==> src/rtl/led_fade_pkg.sv <==
// Shared types and constants for the LED fade driver.
package led_fade_pkg;

   typedef enum logic [1:0] {
      CH_OFF  = 2'd0,
      CH_RISE = 2'd1,
      CH_ON   = 2'd2,
      CH_FALL = 2'd3
   } ch_state_e;

   localparam logic [7:0] LVL_MAX = 8'hFF;
   localparam int         LED_N   = 8;

   // Full level is solid on; otherwise level k gives k high cycles per period.
   function automatic logic pwm_bit(input logic [7:0] level, input logic [7:0] cnt);
      return (level == LVL_MAX) || (cnt < level);
   endfunction

endpackage

==> src/rtl/led_fade_ch.sv <==
// One LED channel: ramp state machine, brightness level and PWM compare.
module led_fade_ch
   import led_fade_pkg::*;
(
   input  logic       clk,
   input  logic       rst_n,
   input  logic       req,
   input  logic       en,
   input  logic       tick,
   input  logic [7:0] pwm_cnt,
   output logic       led_bit,
   output logic       ramping
);

   ch_state_e  state_q, state_d;
   logic [7:0] level_q, level_d;
   logic       led_bit_q, led_bit_d;

   always_comb begin
      state_d   = state_q;
      level_d   = level_q;
      led_bit_d = pwm_bit(level_q, pwm_cnt);
      if (!en) begin
         if (req) begin
            state_d = CH_ON;
            level_d = LVL_MAX;
         end else begin
            state_d = CH_OFF;
            level_d = 8'h00;
         end
      end else begin
         case (state_q)
            CH_OFF: begin
               if (req) state_d = CH_RISE;
               else     state_d = CH_OFF;
            end
            CH_RISE: begin
               // A request change takes priority over a step in the same cycle.
               if (!req) begin
                  state_d = CH_FALL;
               end else if (tick) begin
                  if (level_q >= (LVL_MAX - 8'd1)) begin
                     level_d = LVL_MAX;
                     state_d = CH_ON;
                  end else begin
                     level_d = level_q + 8'd1;
                  end
               end else begin
                  state_d = CH_RISE;
               end
            end
            CH_ON: begin
               if (!req) state_d = CH_FALL;
               else      state_d = CH_ON;
            end
            CH_FALL: begin
               if (req) begin
                  state_d = CH_RISE;
               end else if (tick) begin
                  if (level_q <= 8'd1) begin
                     level_d = 8'h00;
                     state_d = CH_OFF;
                  end else begin
                     level_d = level_q - 8'd1;
                  end
               end else begin
                  state_d = CH_FALL;
               end
            end
            default: begin
               state_d = CH_OFF;
               level_d = 8'h00;
            end
         endcase
      end
   end

   always_ff @(posedge clk or negedge rst_n) begin
      if (!rst_n) begin
         state_q   <= CH_OFF;
         level_q   <= 8'h00;
         led_bit_q <= 1'b0;
      end else begin
         state_q   <= state_d;
         level_q   <= level_d;
         led_bit_q <= led_bit_d;
      end
   end

   assign led_bit = led_bit_q;
   assign ramping = (state_q == CH_RISE) || (state_q == CH_FALL);

endmodule

==> src/rtl/led_fade_drv.sv <==
// LED output stage: per-channel brightness ramps driven through shared PWM,
// with a bypass that switches the pattern straight through.
module led_fade_drv
   import led_fade_pkg::*;
#(
   parameter int unsigned STEP_DIV = 64
) (
   input  logic             clk,
   input  logic             rst_n,
   input  logic [LED_N-1:0] led_i,
   input  logic             fade_en,
   output logic [LED_N-1:0] led_o,
   output logic             busy
);

   logic [LED_N-1:0] led_q, led_d;
   logic             en_q, en_d;
   logic [15:0]      presc_q, presc_d;
   logic [7:0]       pwm_q, pwm_d;
   logic             busy_q, busy_d;
   logic             tick_s;
   logic [LED_N-1:0] led_bit_s;
   logic [LED_N-1:0] ramping_s;

   assign tick_s = (presc_q == 16'(STEP_DIV - 1));

   always_comb begin
      led_d  = led_i;
      en_d   = fade_en;
      pwm_d  = pwm_q + 8'd1;
      busy_d = |ramping_s;
      if (tick_s) presc_d = 16'd0;
      else        presc_d = presc_q + 16'd1;
   end

   always_ff @(posedge clk or negedge rst_n) begin
      if (!rst_n) begin
         led_q   <= '0;
         en_q    <= 1'b0;
         presc_q <= 16'd0;
         pwm_q   <= 8'd0;
         busy_q  <= 1'b0;
      end else begin
         led_q   <= led_d;
         en_q    <= en_d;
         presc_q <= presc_d;
         pwm_q   <= pwm_d;
         busy_q  <= busy_d;
      end
   end

   for (genvar i = 0; i < LED_N; i++) begin : g_ch
      led_fade_ch u_ch (
         .clk     (clk),
         .rst_n   (rst_n),
         .req     (led_q[i]),
         .en      (en_q),
         .tick    (tick_s),
         .pwm_cnt (pwm_q),
         .led_bit (led_bit_s[i]),
         .ramping (ramping_s[i])
      );
   end

   assign led_o = led_bit_s;
   assign busy  = busy_q;

endmodule
==> config.mk <==
export PLATFORM = sky130hd
export DESIGN_NAME = led_fade_drv
export DESIGN_NICKNAME = d
export VERILOG_FILES = /design/src/rtl/led_fade_pkg.sv /design/src/rtl/led_fade_ch.sv /design/src/rtl/led_fade_drv.sv
export SDC_FILE = /design/constraint.sdc
export NUM_CORES = 1
export LEC_CHECK = 0
export CAP_MARGIN = 15
export CORE_UTILIZATION = 42
export CTS_CLUSTER_DIAMETER = 150
export CTS_CLUSTER_SIZE = 12
export DETAILED_ROUTE_END_ITERATION = 6
export DONT_BUFFER_PORTS = 1
export GPL_TIMING_DRIVEN = 1
export PLACE_DENSITY = 0.61
export SLEW_MARGIN = 20
export SYNTH_ARGS = -nofsm -noshare
export SYNTH_HDL_FRONTEND = slang
export SYNTH_HIERARCHICAL = 1
export SYNTH_SLANG_ARGS = --single-unit
==> constraint.sdc <==
create_clock -name clk -period 2.98 [get_ports clk]
set_clock_uncertainty 0.1 [all_clocks]
set_input_delay 0.298 -clock clk [delete_from_list [all_inputs] [get_ports clk]]
set_output_delay 0.298 -clock clk [all_outputs]
set_load 0.02 [all_outputs]
==> flow_metrics.py, run 1 <==
metrics = {
    "grt": {
        "overflow": 0,
        "grt_pass1_vias": 8667,
        "grtUsageTotal_pct": 21.19,
        "antenna_found_initial": 0,
        "grt_max_degree": 123,
        "grt_pass1_wl_um": 44190,
    },
    "worst_setup_path": {
        "startpoint_type": "register",
        "arrival_ps": 2860,
        "reg2reg_depth": 9,
        "required_ps": 3200,
        "critPathKind": "reg -> reg",
        "crit_fanout": 24,
        "end_kind": "register",
    },
    "yosys": {
        "syn-instance-count": 1265,
        "ys_warn_count": 6,
        "synth_flop_cell": "dfrtp_1",
        "synth_cell_type_count": 45,
        "synth-seq-cells": 122,
        "netlist_area_um2": 10360,
        "syn_nets": 1366,
        "seq_area_frac_synth_pct": 29.48,
        "async_flop_share_pct": 100.0,
        "avgSynthCellArea_um2": 8.187,
        "synth_edf_count": 0,
    },
    "clocking": {
        "cts_resized": 0,
        "postCtsSetupBuffers": 0,
        "clk_path_buf_depth": 2,
        "clock_sinks": 122,
        "cts-root-buf": "clkbuf_16",
        "htreeDepth": 4,
        "cts_hold_buf": 9,
        "tritoncts": "yes",
        "numCtsBuffers": 17,
        "clk_latency_ps": 430,
        "clk_pin_slew_worst_paths_ps": 60,
    },
    "floorplan": {
        "fp-row-count": 57,
        "die-width_um": 159.0,
        "dieArea_um2": 25290,
        "coreArea_um2": 24250,
        "dieHeight_um": 159.0,
        "num_io_pins": 20,
        "start_util_pct": 42.71,
    },
    "place": {
        "dp_hpwl_um": 17800,
        "post_dp_cell_area_um2": 10460,
        "gp_congestion": 0.9287,
        "io_buffers": 0,
    },
    "pwr": {
        "netSwitchingPower_w": 0.001802,
        "switching_share_pct": 32.76,
        "power.internal_w": 0.003698,
        "clkPwrFrac_pct": 38.6,
        "total_power_w": 0.005500,
        "max-vdd-ir-drop_mv": 0.3579,
        "p_seq_share_pct": 39.6,
        "pwr-share-comb_pct": 21.8,
        "p_leak_nw": 4.750,
        "p_per_area_nw_per_um2": 493.8,
    },
    "sta": {
        "hold_viol_final": 122,
        "post-route-min-period_ps": 2636,
        "finalSetupViolCount": 0,
        "fmax_mhz": 379.4,
        "slew_headroom_pct": 56.06,
        "drv_slew": 0,
        "rsz0062_at_grt": "false",
        "fin_worst_hold_slack_ps": -537.5,
        "fin_crit_sh_pct": 88.45,
        "setup-tns-final_ps": 0,
        "worst_slew_pin_slew_ps": 659.2,
    },
    "routing": {
        "ant_nets": 0,
        "drt_iter0_markers": 667,
        "via_per_inst": 5.813,
        "wire_per_inst_um": 16.35,
        "wirelength_um": 25930,
        "dr_total_vias": 9220,
        "drt_first_pass_iters": 5,
        "drc": 0,
    },
    "cells_and_area": {
        "fill_cells": 2363,
        "diodes": 0,
        "seq_area_um2": 3057,
        "layout.nets": 1350,
        "multi_input_area_um2": 6541,
        "final_area_um2": 11140,
        "synthToLayoutAreaGrowth_pct": 7.563,
        "drive_gt1_share_pct": 5.309,
    },
    "job": {
        "drv_cap": 0,
    },
    "hold_path": {
        "min_path_type": "in -> async",
    },
    "status": {
        "violations": "negative hold slack",
        "outcome": "finished with violations",
    },
}
worst max-delay path: stages (launching register included):
cell,delay (ps)
dfrtp_1,440
or4_4,540
nor4_4,240
and2_1,210
buf_12,190
nand2_1,110
o21ai_1,200
buf_4,190
nor2_1,50
a311oi_1,250
per-stage QoR:
| step | cells | worst slack (ps) | util, % | hold WS, ps |
|---|---|---|---|---|
| after floorplan | 1265 | 100.4 | - | -97.59 |
| after global placement | 1545 | 443.3 | 43.14 | -92.36 |
| after detailed placement | 1545 | 370.9 | 43.14 | -92.53 |
| after CTS | 1586 | 367.6 | 45.94 | -553.3 |
| after global routing | 1586 | 163.6 | 45.94 | -555.8 |
| final | 1586 | 344.3 | 45.94 | -537.5 |
power groups by stage:
stage          logic (W)  registers, W  clock network, W
3_3_place_gp     0.00116       0.00220                 0
5_1_grt          0.00137       0.00222           0.00225
2_1_floorplan    0.00120       0.00198                 0
4_1_cts          0.00119       0.00217           0.00218
6_report         0.00120       0.00218           0.00212
3_5_place_dp     0.00118       0.00220                 0
state kept, by name, summed over array words and instances, names as in the netlist:
register           count
pwm_q                  8
presc_q               16
g_ch.u_ch/led_bit      8
led_q                  8
busy                   1
g_ch.u_ch/state_q     16
en_q                   1
g_ch.u_ch/level_q     64
cell type report:
cell class                      instances  area share (%)
Sequential cell                       122           27.44
Timing Repair Buffer                   29           2.381
Clock buffer                           24           4.235
Clock inverter                          8           1.056
Tap cell                              324           3.639
Inverter                               75           2.527
Multi-Input combinational cell       1004           58.72
layout by cell type (no fill, tap or decap), types with 17 or more instances in the layout:
cell type / netlist / layout
a21oi_1: 66 / 66
a31oi_1: 24 / 24
and2_1: 17 / 17
and3_1: 17 / 17
buf_4: 0 / 18
clkbuf_16: 0 / 17
dfrtp_1: 122 / 121
ha_1: 90 / 90
inv_1: 75 / 75
nand2_1: 128 / 128
nand3_1: 31 / 31
nand4_1: 30 / 30
nor2_1: 123 / 123
nor3_1: 60 / 60
o211ai_1: 32 / 32
o21ai_0: 82 / 82
o22ai_1: 24 / 24
xnor2_1: 54 / 54
kinds of logic (layout without fill, tap and decap cells):
family          count (synthesis)  after routing  synth area share, %
flops                         122            122                29.48
mux                            16             16                1.546
compound gates                335            335                21.01
fa+ha+maj                      90             90                10.87
xor+xnor                       66             66                5.582
simple gates                  497            497                24.15
buf+inv                       139            136                7.358
path summary, 6_finish.rpt:
| check | startpoint | to | slack (ps) |
|---|---|---|---|
| setup / recovery | presc_q[8] | g_ch[5].u_ch/level_q[4] | 340 |
| hold / removal | rst_n | g_ch[1].u_ch/level_q[3] | -540 |
| setup reg to reg | presc_q[8] | g_ch[5].u_ch/level_q[4] | 340 |
| hold reg to reg | presc_q[13] | presc_q[13] | 420 |
| max in group asynchronous | rst_n | en_q | 3110 |
| min in group clk | led_i[4] | led_q[4] | 330 |
cell usage after synthesis (17+ instances only):
| library cell | number | area share [%] |
|---|---|---|
| a21oi_1 | 66 | 3.2 |
| a31oi_1 | 24 | 1.4 |
| and2_1 | 17 | 1.0 |
| and3_1 | 17 | 1.0 |
| buf_2 | 24 | 1.2 |
| buf_6 | 24 | 2.6 |
| dfrtp_1 | 122 | 29 |
| ha_1 | 90 | 11 |
| inv_1 | 75 | 2.7 |
| nand2_1 | 128 | 4.6 |
| nand3_1 | 31 | 1.5 |
| nand4_1 | 30 | 1.8 |
| nor2_1 | 123 | 4.5 |
| nor3_1 | 60 | 2.9 |
| o211ai_1 | 32 | 2.3 |
| o21ai_0 | 82 | 4.0 |
| o22ai_1 | 24 | 1.4 |
| xnor2_1 | 54 | 4.6 |
routing by layer:
layer  vias up  share of wire [%]  GRT usage, %
li1       4556                  -             -
met1      4344                 47         29.79
met2       289                 46         33.15
met3        31                5.8         3.621
met4         0                1.4         6.512
met5         -                  0             0
No activity file was read; power rests on OpenSTA's default activity.
==> run 2: changes to the inputs <==
--- a/config.mk
+++ b/config.mk
@@ -12,7 +12,7 @@
 export DETAILED_ROUTE_END_ITERATION = 6
 export DONT_BUFFER_PORTS = 1
 export GPL_TIMING_DRIVEN = 1
-export PLACE_DENSITY = 0.61
+export PLACE_DENSITY = 0.65
 export SLEW_MARGIN = 20
 export SYNTH_ARGS = -nofsm -noshare
 export SYNTH_HDL_FRONTEND = slang
==> constraint.sdc (replaced) <==
create_clock -name clk -period 2.3 [get_ports clk]
set_clock_uncertainty 0.1 [all_clocks]
set_input_delay 0.23 -clock clk [delete_from_list [all_inputs] [get_ports clk]]
set_output_delay 0.23 -clock clk [all_outputs]
set_load 0.02 [all_outputs]
==> run 2 against run 1 <==
  * The run ends with negative hold slack, negative setup slack left
  * Power rose by 38%
  * Routed wire length rose by 5.2%
  * Largest power group is now clock
  * Sequential power rose by 25%
  * First-iteration DRC count fell by 15%
  * Via count rose by 5.0%
  * Hold slack got worse by 51 ps
  * Largest cell class unchanged
  * Critical endpoint is now g_ch[2].u_ch/level_q[7]
  * Count of clock-buffer cells in the layout fell by 5
  * Register-to-register slack got worse by 520 ps
  * Combinational power rose by 61%
  * Global-route usage rose by 0.72 points
==> flow_metrics.py, run 2 (synthesized netlist as in run 1, its figures left out) <==
metrics = {
    "sta": {
        "hold_viol_final": 122,
        "setup-tns-final_ps": -4824,
        "finalSetupViolCount": 73,
        "post-route-min-period_ps": 2472,
        "fmax_mhz": 404.5,
        "fin_worst_hold_slack_ps": -589.0,
        "fin_crit_sh_pct": 107.5,
        "worst_slew_pin_slew_ps": 654.9,
        "worst_slack_ps": -171.9,
        "rsz0062_at_grt": "true",
        "slew_headroom_pct": 56.34,
        "drv_slew": 0,
    },
    "routing": {
        "wire_per_inst_um": 16.37,
        "ant_nets": 0,
        "dr_total_vias": 9683,
        "drt_first_pass_iters": 5,
        "drc": 0,
        "drt_iter0_markers": 566,
        "via_per_inst": 5.812,
        "wirelength_um": 27270,
    },
    "place": {
        "dp_hpwl_um": 19370,
        "post_dp_cell_area_um2": 11110,
        "pre_cts_ws_ps": -190.3,
        "gp_congestion": 0.9352,
        "io_buffers": 0,
    },
    "grt": {
        "grt_max_degree": 123,
        "grt_pass1_wl_um": 45830,
        "antenna_found_initial": 0,
        "overflow": 0,
        "grt_pass1_vias": 9366,
        "grtUsageTotal_pct": 21.91,
    },
    "cells_and_area": {
        "final_core_util_pct": 50.42,
        "synthToLayoutAreaGrowth_pct": 18.06,
        "fill_cells": 2352,
        "regMostFlops": "g_ch.u_ch/level_q",
        "drive_gt1_share_pct": 15.50,
        "layout.nets": 1431,
        "final_area_um2": 12230,
        "top_regs": "g_ch.u_ch/level_q (64), g_ch.u_ch/state_q (16), presc_q (16)",
        "seq_area_um2": 3057,
        "multi_input_area_um2": 6907,
        "final_common_cell": "nor2_1",
        "largest_reg_flops": 64,
        "diodes": 0,
        "final_cell_mix": "123 x nor2_1, 121 x dfrtp_1, 114 x nand2_1, 90 x ha_1, 85 x buf_4",
    },
    "worst_setup_path": {
        "worst_path_largest_cell_delay_ps": 550,
        "r2r_slack_ps": -170,
        "required_ps": 2490,
        "startpoint_type": "register",
        "end_kind": "register",
        "arrival_ps": 2660,
        "worstPathCellList": "or4_4 -> nor4_4 -> and2_4 -> buf_12 -> nand2_1 -> o22ai_2 -> o211ai_1 -> nor3b_1",
        "crit_fanout": 8,
        "critPathKind": "reg -> reg",
        "cp_slowest_cell": "or4_4",
    },
    "clocking": {
        "cts-root-buf": "clkbuf_16",
        "clk_path_buf_depth": 2,
        "tritoncts": "yes",
        "htreeDepth": 4,
        "numCtsBuffers": 17,
        "cts_hold_buf": 9,
        "clk_pin_slew_worst_paths_ps": 60,
        "clock_sinks": 122,
        "clk_latency_ps": 420,
    },
    "floorplan": {
        "coreArea_um2": 24250,
        "start_util_pct": 42.71,
        "num_io_pins": 20,
        "die-width_um": 159.0,
        "dieHeight_um": 159.0,
        "fp-row-count": 57,
        "dieArea_um2": 25290,
    },
    "pwr": {
        "p_leak_nw": 5.338,
        "p_per_area_nw_per_um2": 618.6,
        "max-vdd-ir-drop_mv": 0.4043,
        "total_power_w": 0.007563,
    },
    "job": {
        "drv_cap": 0,
    },
    "status": {
        "outcome": "finished with violations",
        "violations": "negative hold slack, negative setup slack",
    },
    "hold_path": {
        "min_path_type": "in -> async",
    },
}
run 2: metal layers:
metal	GRT usage, %	wire length [µm]	up-vias
met4	7.867	522	0
li1	-	-	4721
met3	3.282	1144	45
met2	36.52	13020	269
met1	28.81	12580	4648
met5	0	0	-
run 2: per-stage QoR:
stage / hold WS (ps) / std cells
after floorplan: -165.6 / 1265
after global placement: -157.5 / 1612
final: -589.0 / 1666
after CTS: -608.4 / 1659
after global routing: -616.6 / 1666
after detailed placement: -158.1 / 1612
run 2: final timing paths:
| check | start | to | cells past startpoint |
|---|---|---|---|
| setup / recovery | presc_q[13] | g_ch[2].u_ch/level_q[7] | 8 |
| setup reg to reg | presc_q[13] | g_ch[2].u_ch/level_q[7] | 8 |
| hold reg to reg | presc_q[15] | presc_q[15] | 1 |
| max in group asynchronous | rst_n | en_q | 0 |
| min in group clk | led_i[7] | led_q[7] | 1 |
| hold / removal | rst_n | g_ch[1].u_ch/level_q[2] | 0 |
run 2: cell type report:
class | count | share of cell area [%]
timing repair buffer | 110 | 7.644
inverter | 75 | 2.303
sequential | 122 | 25.00
clock inverter | 12 | 1.545
multi-input combinational | 1004 | 56.49
tap | 324 | 3.316
clock buffer | 19 | 3.704
run 2: timing repair:
item / in CTS / in global routing
pin swaps: 17 / 23
resized for setup: 25 / 42
buffers inserted: 7 / 7
gates cloned: 0 / 0
hold endpoints to repair: 131 / 122
setup endpoints to repair: 80 / 80
run 2: power breakdown:
group / switching (W) / internal [W]
registers: 0.000372 / 0.00235
clock network: 0.00103 / 0.00188
logic: 0.00108 / 0.000848
total: 0.00249 / 0.00508
run 2: worst max-delay path: cells and delay by family (launching register included):
kind,cells,cell delay (ps)
AND/OR/NAND/NOR,5,1300
AO/OA/AOI/OAI,2,430
flip-flops,1,380
buffers and inverters,1,140
